===== src/rtl/seg7_pkg.sv =====
// Shared constants and types for reading back the scanned 7-segment display bus.
package seg7_pkg;

   // Glyphs are active-low {a,b,c,d,e,f,g,dp}; dp must stay dark (1).
   localparam logic [7:0] SEG_0     = 8'h03;
   localparam logic [7:0] SEG_1     = 8'h9F;
   localparam logic [7:0] SEG_2     = 8'h25;
   localparam logic [7:0] SEG_3     = 8'h0D;
   localparam logic [7:0] SEG_4     = 8'h99;
   localparam logic [7:0] SEG_5     = 8'h49;
   localparam logic [7:0] SEG_6     = 8'h41;
   localparam logic [7:0] SEG_7     = 8'h1F;
   localparam logic [7:0] SEG_8     = 8'h01;
   localparam logic [7:0] SEG_9     = 8'h09;
   localparam logic [7:0] SEG_BLANK = 8'hFF;

   localparam logic [3:0] AN_M10   = 4'b0111;
   localparam logic [3:0] AN_M1    = 4'b1011;
   localparam logic [3:0] AN_S10   = 4'b1101;
   localparam logic [3:0] AN_S1    = 4'b1110;
   localparam logic [3:0] AN_BLANK = 4'b1111;

   typedef enum logic [1:0] {
      ERR_TIMEOUT = 2'd0,
      ERR_ANODE   = 2'd1,
      ERR_GLYPH   = 2'd2,
      ERR_RANGE   = 2'd3
   } err_t;

   typedef enum logic {
      IDLE    = 1'b0,
      COLLECT = 1'b1
   } state_t;

   function automatic logic [5:0] bcd_pair(input logic [3:0] tens, input logic [3:0] ones);
      return 6'(tens) * 6'd10 + 6'(ones);
   endfunction

endpackage


===== src/rtl/seg7_glyph_decode.sv =====
// Maps an active-low segment pattern back to its BCD digit; anything else is invalid.
module seg7_glyph_decode
   import seg7_pkg::*;
(
   input  logic [7:0] seg,
   output logic       valid,
   output logic [3:0] bcd
);

   always_comb begin
      valid = 1'b1;
      bcd   = 4'd0;
      case (seg)
         SEG_0:   bcd = 4'd0;
         SEG_1:   bcd = 4'd1;
         SEG_2:   bcd = 4'd2;
         SEG_3:   bcd = 4'd3;
         SEG_4:   bcd = 4'd4;
         SEG_5:   bcd = 4'd5;
         SEG_6:   bcd = 4'd6;
         SEG_7:   bcd = 4'd7;
         SEG_8:   bcd = 4'd8;
         SEG_9:   bcd = 4'd9;
         default: valid = 1'b0;
      endcase
   end

endmodule


===== src/rtl/seg7_scan_capture.sv =====
// Samples the multiplexed seg/an bus, qualifies digits by stability and assembles MM:SS frames.
//
// state   | meaning
// IDLE    | no digits held; waiting for the first valid digit
// COLLECT | partial frame in shadow; inter-digit timeout running
module seg7_scan_capture
   import seg7_pkg::*;
#(
   parameter int STABLE_CYCLES  = 16,
   parameter int TIMEOUT_CYCLES = 4096
)
(
   input  logic        clk,
   input  logic        rst,
   input  logic [7:0]  seg,
   input  logic [3:0]  an,
   output logic [15:0] digits,
   output logic [5:0]  minute,
   output logic [5:0]  second,
   output logic        frame_valid,
   output logic        frame_error,
   output logic [1:0]  err_code
);

   localparam int SW = $clog2(STABLE_CYCLES + 1);
   localparam int TW = $clog2(TIMEOUT_CYCLES + 1);

   logic [3:0]      an_q;
   logic [7:0]      seg_q;
   logic [SW-1:0]   stab_cnt;
   logic            accept;
   logic            same;

   state_t          state, state_n;
   logic [3:0]      mask, mask_n;
   logic [3:0][3:0] shadow, shadow_n;
   logic [TW-1:0]   tmo_cnt, tmo_n;
   err_t            err_q, err_n;
   logic            load, err;

   logic            dec_valid;
   logic [3:0]      dec_bcd;
   logic            an_legal;
   logic [1:0]      idx;
   logic            blank, digit_ok, acc_err, tmo_hit;
   err_t            acc_code;

   assign same = (an == an_q) && (seg == seg_q);

   always_ff @(posedge clk) begin
      if (rst) begin
         an_q     <= AN_BLANK;
         seg_q    <= SEG_BLANK;
         stab_cnt <= '0;
         accept   <= 1'b0;
      end else begin
         an_q   <= an;
         seg_q  <= seg;
         accept <= same && (stab_cnt == SW'(STABLE_CYCLES - 1));
         if (!same)
            stab_cnt <= SW'(1);
         else if (stab_cnt != SW'(STABLE_CYCLES))
            stab_cnt <= stab_cnt + SW'(1);
      end
   end

   seg7_glyph_decode u_decode (
      .seg   (seg_q),
      .valid (dec_valid),
      .bcd   (dec_bcd)
   );

   always_comb begin
      an_legal = 1'b1;
      idx      = 2'd0;
      case (an_q)
         AN_M10:  idx = 2'd3;
         AN_M1:   idx = 2'd2;
         AN_S10:  idx = 2'd1;
         AN_S1:   idx = 2'd0;
         default: an_legal = 1'b0;
      endcase
   end

   // Tens positions sit at odd indices (m10=3, s10=1) and may only hold 0..5.
   assign blank    = (an_q == AN_BLANK);
   assign digit_ok = accept && !blank && an_legal && dec_valid && !(idx[0] && (dec_bcd > 4'd5));
   assign acc_err  = accept && !blank && !digit_ok;
   assign acc_code = !an_legal ? ERR_ANODE : (!dec_valid ? ERR_GLYPH : ERR_RANGE);
   assign tmo_hit  = (state == COLLECT) && (tmo_cnt == TW'(TIMEOUT_CYCLES - 1));

   always_comb begin
      state_n  = state;
      mask_n   = mask;
      shadow_n = shadow;
      tmo_n    = '0;
      err_n    = err_q;
      load     = 1'b0;
      err      = 1'b0;
      if (state == COLLECT)
         tmo_n = tmo_cnt + TW'(1);
      if (digit_ok) begin
         shadow_n[idx] = dec_bcd;
         mask_n[idx]   = 1'b1;
         tmo_n         = '0;
         state_n       = COLLECT;
      end else if (acc_err) begin
         err   = 1'b1;
         err_n = acc_code;
      end else if (tmo_hit) begin
         err   = 1'b1;
         err_n = ERR_TIMEOUT;
      end
      // A completed mask publishes on the same edge that stores the last digit.
      if (err || (mask_n == 4'b1111)) begin
         load    = !err;
         mask_n  = 4'b0000;
         tmo_n   = '0;
         state_n = IDLE;
      end
   end

   always_ff @(posedge clk) begin
      if (rst) begin
         state       <= IDLE;
         mask        <= 4'b0000;
         shadow      <= '0;
         tmo_cnt     <= '0;
         err_q       <= ERR_TIMEOUT;
         digits      <= 16'h0000;
         minute      <= 6'd0;
         second      <= 6'd0;
         frame_valid <= 1'b0;
         frame_error <= 1'b0;
      end else begin
         state       <= state_n;
         mask        <= mask_n;
         shadow      <= shadow_n;
         tmo_cnt     <= tmo_n;
         err_q       <= err_n;
         frame_valid <= load;
         frame_error <= err;
         if (load) begin
            digits <= shadow_n;
            minute <= bcd_pair(shadow_n[3], shadow_n[2]);
            second <= bcd_pair(shadow_n[1], shadow_n[0]);
         end
      end
   end

   assign err_code = err_q;

endmodule


===== config.mk =====
export PLATFORM = sky130hd
export DESIGN_NAME = seg7_scan_capture
export DESIGN_NICKNAME = d
export VERILOG_FILES = /design/src/rtl/seg7_pkg.sv /design/src/rtl/seg7_glyph_decode.sv /design/src/rtl/seg7_scan_capture.sv
export SDC_FILE = /design/constraint.sdc
export NUM_CORES = 1
export LEC_CHECK = 0
export ABC_AREA = 1
export CAP_MARGIN = 20
export CORE_AREA = 2 2 93 95
export CTS_CLUSTER_DIAMETER = 80
export DETAILED_ROUTE_END_ITERATION = 7
export DIE_AREA = 0 0 95 97
export PLACE_DENSITY_LB_ADDON = 0.1
export SYNTH_ARGS = -nofsm -noshare
export SYNTH_HDL_FRONTEND = slang
export SYNTH_SLANG_ARGS = --single-unit

===== constraint.sdc =====
create_clock -name clk -period 3 [get_ports clk]
set_input_delay 0.45 -clock clk [delete_from_list [all_inputs] [get_ports clk]]
set_output_delay 0.45 -clock clk [all_outputs]
set_load 0.005 [all_outputs]

Yosys cells after proc, flatten, opt, wreduce, memory -nomap -nowiden. Index checks and enable logic that the tools add are counted.

Input port bits: 14. Memories kept: 0. Logic and storage cells: 96. Bits in registers: 84. Bits in latches: 0. ROM bits: 0. Output and inout port bits: 32. Memory bits (writable): 0.

Bitwise logic cells: 4. Shift-type cells: 0. Order comparisons: 3. Div/mod/pow operators: 0. Multipliers: 2. $add $sub $neg: 4. Eq/ne operators: 22. Muxes and demuxes: 21. Reduce and logical (&&, ||, !) cells: 22.

Operators with widths (number): $pmux W4 S9 (1); $eq A4 B4 Y1 const B (5); $bwmux W16 (1); $eq A8 B4 Y1 const B (2); $eq A8 B7 Y1 const B (2); $eq A8 B8 Y1 const B (2); $mux W16 (1); $add A13 B1 Y13 const B (1); $eq A13 B12 Y1 const B (1); $add A6 B4 Y6 (2); $logic_and A1 B1 Y1 (10); $mul A4 B3 Y5 const B (2); $mux W1 (10); $reduce_or A10 Y1 (1); $demux W4 S2 (1); $eq A8 B1 Y1 const B (1); $eq A8 B2 Y1 const B (1); $eq A8 B5 Y1 const B (1); $eq A8 B6 Y1 const B (1); $eq A8 B8 Y1 (1); $mux W4 (2); $reduce_or A4 Y1 (2); $mux W2 (3); $pmux W2 S3 (1); other kinds (17) (23).

Depth between registers and ports, before layout.
Depth after elaboration: 12. Depth in mapped cells: 23. Depth with buffers taken out: 23.

By module. Synthesis repeated with hierarchy kept, for this count alone.

Cells, all modules: 554. Area, all modules: 4103.9 sq um.

By module, submodules not included: seg7_scan_capture (sequential area each 1641.6 sq um, cells each 504, instances 1, area each 3875.0 sq um); seg7_glyph_decode (sequential area each 0.0 sq um, cells each 50, instances 1, area each 229.0 sq um).

Worst setup path after synthesis. OpenSTA, ideal clock, no wires.

Kind: reg-to-reg. Start point: reg seg_q[4]. End point: reg minute[5]. Stages on the path, launching flop included: 22. Library setup time: 0.116 ns. Slack: 0.076 ns. Data arrival time: 2.808 ns. Required time: 2.884 ns. Cells stage by stage: dfxtp_1 > nor2_2 > nand2_1 > nor2_2 > nor2_1 > nand3_4 > nand3_2 > nor2_1 > inv_1 > nand2_1 > inv_1 > a21oi_1 > inv_1 > ha_1 > fa_1 > nand2_1 > a21boi_0 > xnor2_1 > inv_1 > nand2_1 > a21oi_1 > nor2_1.

RTL lines: from (decl) (RTL line seg7_scan_capture.sv:29) `logic [7:0] seg_q;`; from (signal assigned) (RTL line seg7_scan_capture.sv:58) `seg_q <= seg;`; to (signal assigned) (RTL line seg7_scan_capture.sv:145) `minute <= bcd_pair(shadow_n[3], shadow_n[2]);`; to (decl) (RTL line seg7_scan_capture.sv:18) `output logic [5:0] minute,`.

==> results.py <==
metrics = {
    "run_status": {
        "status": "complete, no violations",
    },
    "logic_synthesis": {
        "sequential_element_share_of_the_synthesized_area": 0.405,
        "synth_cells": 545,
        "synthDistinctLibCells": 40,
        "ys_ff_latch": 82,
        "synth_top_area_share": 0.405,
        "ys.flop_type": "sky130_fd_sc_hd__dfxtp_1",
        "postSynthNetCount": 577,
        "synth_area_leader_cell": "sky130_fd_sc_hd__dfxtp_1",
        "netlist_top_cells_area": "sky130_fd_sc_hd__dfxtp_1 (40%), sky130_fd_sc_hd__nand2_1 (9.4%), sky130_fd_sc_hd__nor2_1 (8.1%), sky130_fd_sc_hd__inv_1 (6.2%), sky130_fd_sc_hd__ha_1 (4.9%)",
        "yosys_warnings": 0,
        "number_of_enable_flip_flop_cells_after_synthesis": 0,
        "ys_async_sr_fraction": 0,
        "synthesis.area_mm2": 0.00405,
        "synth.avg_cell_area_um2": 7.44,
    },
    "timing": {
        "setup-tns-final_ns": 0,
        "max_slew_margin": 0.596,
        "timing_hold_violations_final": 0,
        "maxClockFrequency_mhz": 347,
        "clock_skew_after_layout_ns": 0.00916,
        "whs_ns": 0.453,
        "timing.final.crit_period_ns": 2.89,
        "max_slew_violation_count": 0,
        "setup_viol_count_final": 0,
        "max_slew.worst_pin.slew_ns": 0.604,
        "grt_setup_unrepaired": "yes",
        "fin_crit_sh": 0.962,
    },
    "worst_setup_path": {
        "critical_path.reg2reg.endpoint": "minute[5]",
        "rr_worst_depth": 19,
        "end_kind": "register",
        "cp_num_cells": 19,
        "critical-path-top-cell-by-count": "sky130_fd_sc_hd__nand2_1",
        "timing.critical_path.max_delay_family": "simple AND/OR/NAND/NOR gates",
        "setup.reg_to_reg.worst_slack_ns": 0.11,
        "worst_r2r_startpoint": "seg_q[7]",
        "cp_max_stage_cell": "sky130_fd_sc_hd__dfxtp_2",
        "worst-endpoint-arrival_ns": 3.14,
        "crit_end": "minute[5]",
        "crit_path_max_incr_delay_ns": 0.38,
        "cp-start-kind": "register",
        "cells_along_the_critical_path": "inv_2 -> nand2_1 -> nor2_2 -> nand2_2 -> nand2_4 -> o21ai_4 -> and2_4 -> nand3_2 -> inv_4 -> nand2_1 -> o21ai_2 -> inv_2 -> ha_1 -> ha_1 -> a21boi_2 -> xnor2_1 -> nand2_1 -> a21oi_1 -> nor2_1",
        "timing.critical_path.from": "seg_q[7]",
        "crit_type": "register to register",
        "critPathRequiredTime_ns": 3.26,
        "critical_path_buf_inv_count": 3,
        "crit_path_max_fanout": 6,
    },
    "clock_network": {
        "number_of_buffers_created_by_cts": 9,
        "worst_skew_pair.late_latency_ns": 0.36,
        "cts_tree": "built",
        "clockRootBuffer": "sky130_fd_sc_hd__clkbuf_8",
        "clock_sink_count": 82,
        "clock_tree.htree_level_count": 3,
        "cts.path.max_buffers": 2,
        "worst_setup_hold_path_clk_slew_ns": 0.09,
    },
    "route": {
        "first_iter_violations": 88,
        "detail_route.first_pass.iterations": 4,
        "drc_errors": 0,
        "vias": 3576,
        "postRouteAntennaNets": 0,
        "dr_wl_cell_um": 11.4,
        "routed_via_density": 4.79,
        "route.final.wire_length_um": 8530,
    },
    "place": {
        "place_hpwl_um": 6160,
        "place_area_mm2": 0.00489,
        "gp_routability_congestion": 0.887,
        "place.port_buffers": 45,
    },
    "die": {
        "die_w_um": 95,
        "rows": 33,
        "die_height_um": 97,
        "design.portCount": 46,
        "initial_util": 0.498,
        "floorplan.core_area_mm2": 0.00813,
        "design.die.area_mm2": 0.00922,
    },
    "layout": {
        "layout.nets": 669,
        "drive_gt1_frac": 0.268,
        "num-fill-cells": 688,
        "layout.core_utilization": 0.658,
        "num_antenna_cells": 0,
        "post_synthesis_to_final_layout_area_growth_pct": 32.1,
        "finalInstanceArea_mm2": 0.00535,
    },
    "worst_hold_path": {
        "worst_hold_path.num_cells": 2,
        "min-delay-path-class": "register to register",
    },
    "grt": {
        "groute.usage.overall": 0.189,
        "congestion_overflow_gr": 0,
        "global_route_wire_length_before_repair_um": 14000,
        "first_global_vias": 3346,
        "grt_max_degree": 34,
        "antenna_found_initial": 0,
    },
    "power_and_ir_drop": {
        "power_per_cell_area_mw_per_mm2": 402,
        "total_leakage_power_nw": 2.38,
        "ir_drop_v": 0.000273,
    },
    "flow_run": {
        "maxCapViolations": 0,
    },
}
## power breakdown
part           switching [mW]  internal [mW]
clock network           0.440          0.476
logic                  0.0681         0.0602
registers              0.0107           1.10
## cells in the mapped netlist (5+ instances only)
| library cell | instances |
|---|---|
| sky130_fd_sc_hd__a21oi_2 | 5 |
| sky130_fd_sc_hd__buf_4 | 5 |
| sky130_fd_sc_hd__nor2_2 | 14 |
| sky130_fd_sc_hd__nand2_1 | 101 |
| sky130_fd_sc_hd__xor2_1 | 17 |
| sky130_fd_sc_hd__nand3_1 | 21 |
| sky130_fd_sc_hd__inv_1 | 67 |
| sky130_fd_sc_hd__inv_2 | 8 |
| sky130_fd_sc_hd__a21oi_1 | 25 |
| sky130_fd_sc_hd__ha_1 | 16 |
| sky130_fd_sc_hd__or2_2 | 14 |
| sky130_fd_sc_hd__xnor2_1 | 5 |
| sky130_fd_sc_hd__dfxtp_1 | 82 |
| sky130_fd_sc_hd__o21ai_0 | 28 |
| sky130_fd_sc_hd__nor2_1 | 87 |
| sky130_fd_sc_hd__nor3_1 | 5 |
| sky130_fd_sc_hd__nand2_2 | 5 |
| sky130_fd_sc_hd__clkbuf_1 | 5 |
## layout by cell type (no fill, tap or decap), drive strengths merged
cell,Yosys,final
nand2,107,107
nor2,104,104
dfxtp,82,82
inv,76,77
buf,9,50
clkdlybuf4s50,0,45
o21ai,32,32
a21oi,30,30
nand3,26,26
xor2,17,17
ha,16,16
or2,14,14
clkbuf,5,9
xnor2,5,5
nor3,5,5
nand4,4,4
nor4,3,3
clkinv,0,3
bufinv,0,2
fa,2,2
and2,1,1
a311oi,1,1
a21boi,1,1
o31ai,1,1
nand3b,1,1
and3,1,1
nor3b,1,1
a31oi,1,1
clkinvlp,0,1
## state kept, by name, summed over array words and instances, names as in the netlist
register	count
err_code	2
shadow	16
an_q	4
frame_error	1
tmo_cnt	13
stab_cnt	5
state	1
seg_q	8
accept	1
digits	16
frame_valid	1
mask	4
second	5
minute	5
## cells by family after synthesis
group	Yosys count	share of synthesized area
AOI/OAI and AO/OA	66	0.0904
buffers and inverters	90	0.0951
xor gates and xnor gates	22	0.0475
and+or+nand+nor	267	0.303
DFF	82	0.405
adders and majority gates	18	0.0593
## worst register-to-register path, cell delays in order (launching register included)
cell                       delay (ns)
sky130_fd_sc_hd__dfxtp_2         0.38
sky130_fd_sc_hd__inv_2           0.06
sky130_fd_sc_hd__nand2_1         0.12
sky130_fd_sc_hd__nor2_2          0.06
sky130_fd_sc_hd__nand2_2         0.08
sky130_fd_sc_hd__nand2_4         0.08
sky130_fd_sc_hd__o21ai_4         0.18
sky130_fd_sc_hd__and2_4          0.20
sky130_fd_sc_hd__nand3_2         0.09
sky130_fd_sc_hd__inv_4           0.10
sky130_fd_sc_hd__nand2_1         0.06
sky130_fd_sc_hd__o21ai_2         0.08
sky130_fd_sc_hd__inv_2           0.06
sky130_fd_sc_hd__ha_1            0.29
sky130_fd_sc_hd__ha_1            0.30
sky130_fd_sc_hd__a21boi_2        0.16
sky130_fd_sc_hd__xnor2_1         0.21
sky130_fd_sc_hd__nand2_1         0.09
sky130_fd_sc_hd__a21oi_1         0.14
sky130_fd_sc_hd__nor2_1          0.06
## cell type report
cell class	instances	area (µm²)	share of cell area
clock buffers	9	124	0.0231
inverters	76	293	0.0547
repair buffers	95	826	0.154
clock inverters	7	103	0.0192
flip-flops and latches	82	1660	0.311
well taps	105	131	0.0245
multi-input cells	373	2210	0.414
## layer usage
metal | track usage | vias up | share of wire
met4 | 0.0803 | 0 | 0.020
met5 | 0 | - | 0
met2 | 0.320 | 59 | 0.48
met3 | 0.0319 | 13 | 0.030
li1 | - | 1884 | -
met1 | 0.233 | 1620 | 0.47
## metrics by stage
stage	instances	setup WS (ns)	power (mW)
4_1_cts	744	-0.00292	2.17
3_3_place_gp	728	-0.0600	1.25
5_1_grt	747	-0.0874	2.23
6_report	747	0.115	2.15
2_1_floorplan	545	0.0757	1.20
3_5_place_dp	728	-0.0910	1.25
## worst min path at each step
stage	start	endpoint	slack (ns)
floorplan	tmo_cnt[0]	tmo_cnt[0]	0.42
global placement	tmo_cnt[0]	tmo_cnt[0]	0.43
detailed placement	shadow[7]	shadow[7]	0.44
CTS	shadow[7]	shadow[7]	0.45
global route	mask[3]	mask[3]	0.48
finish	shadow[7]	shadow[7]	0.45
## timing repair
action / in CTS / in global routing
pin swaps: 1 / 10
setup endpoints to repair: 2 / 6
hold buffers: 0 / 0
gates resized for setup: 11 / 59
buffers inserted: 0 / 3
No activity file was read; power rests on OpenSTA's default activity.
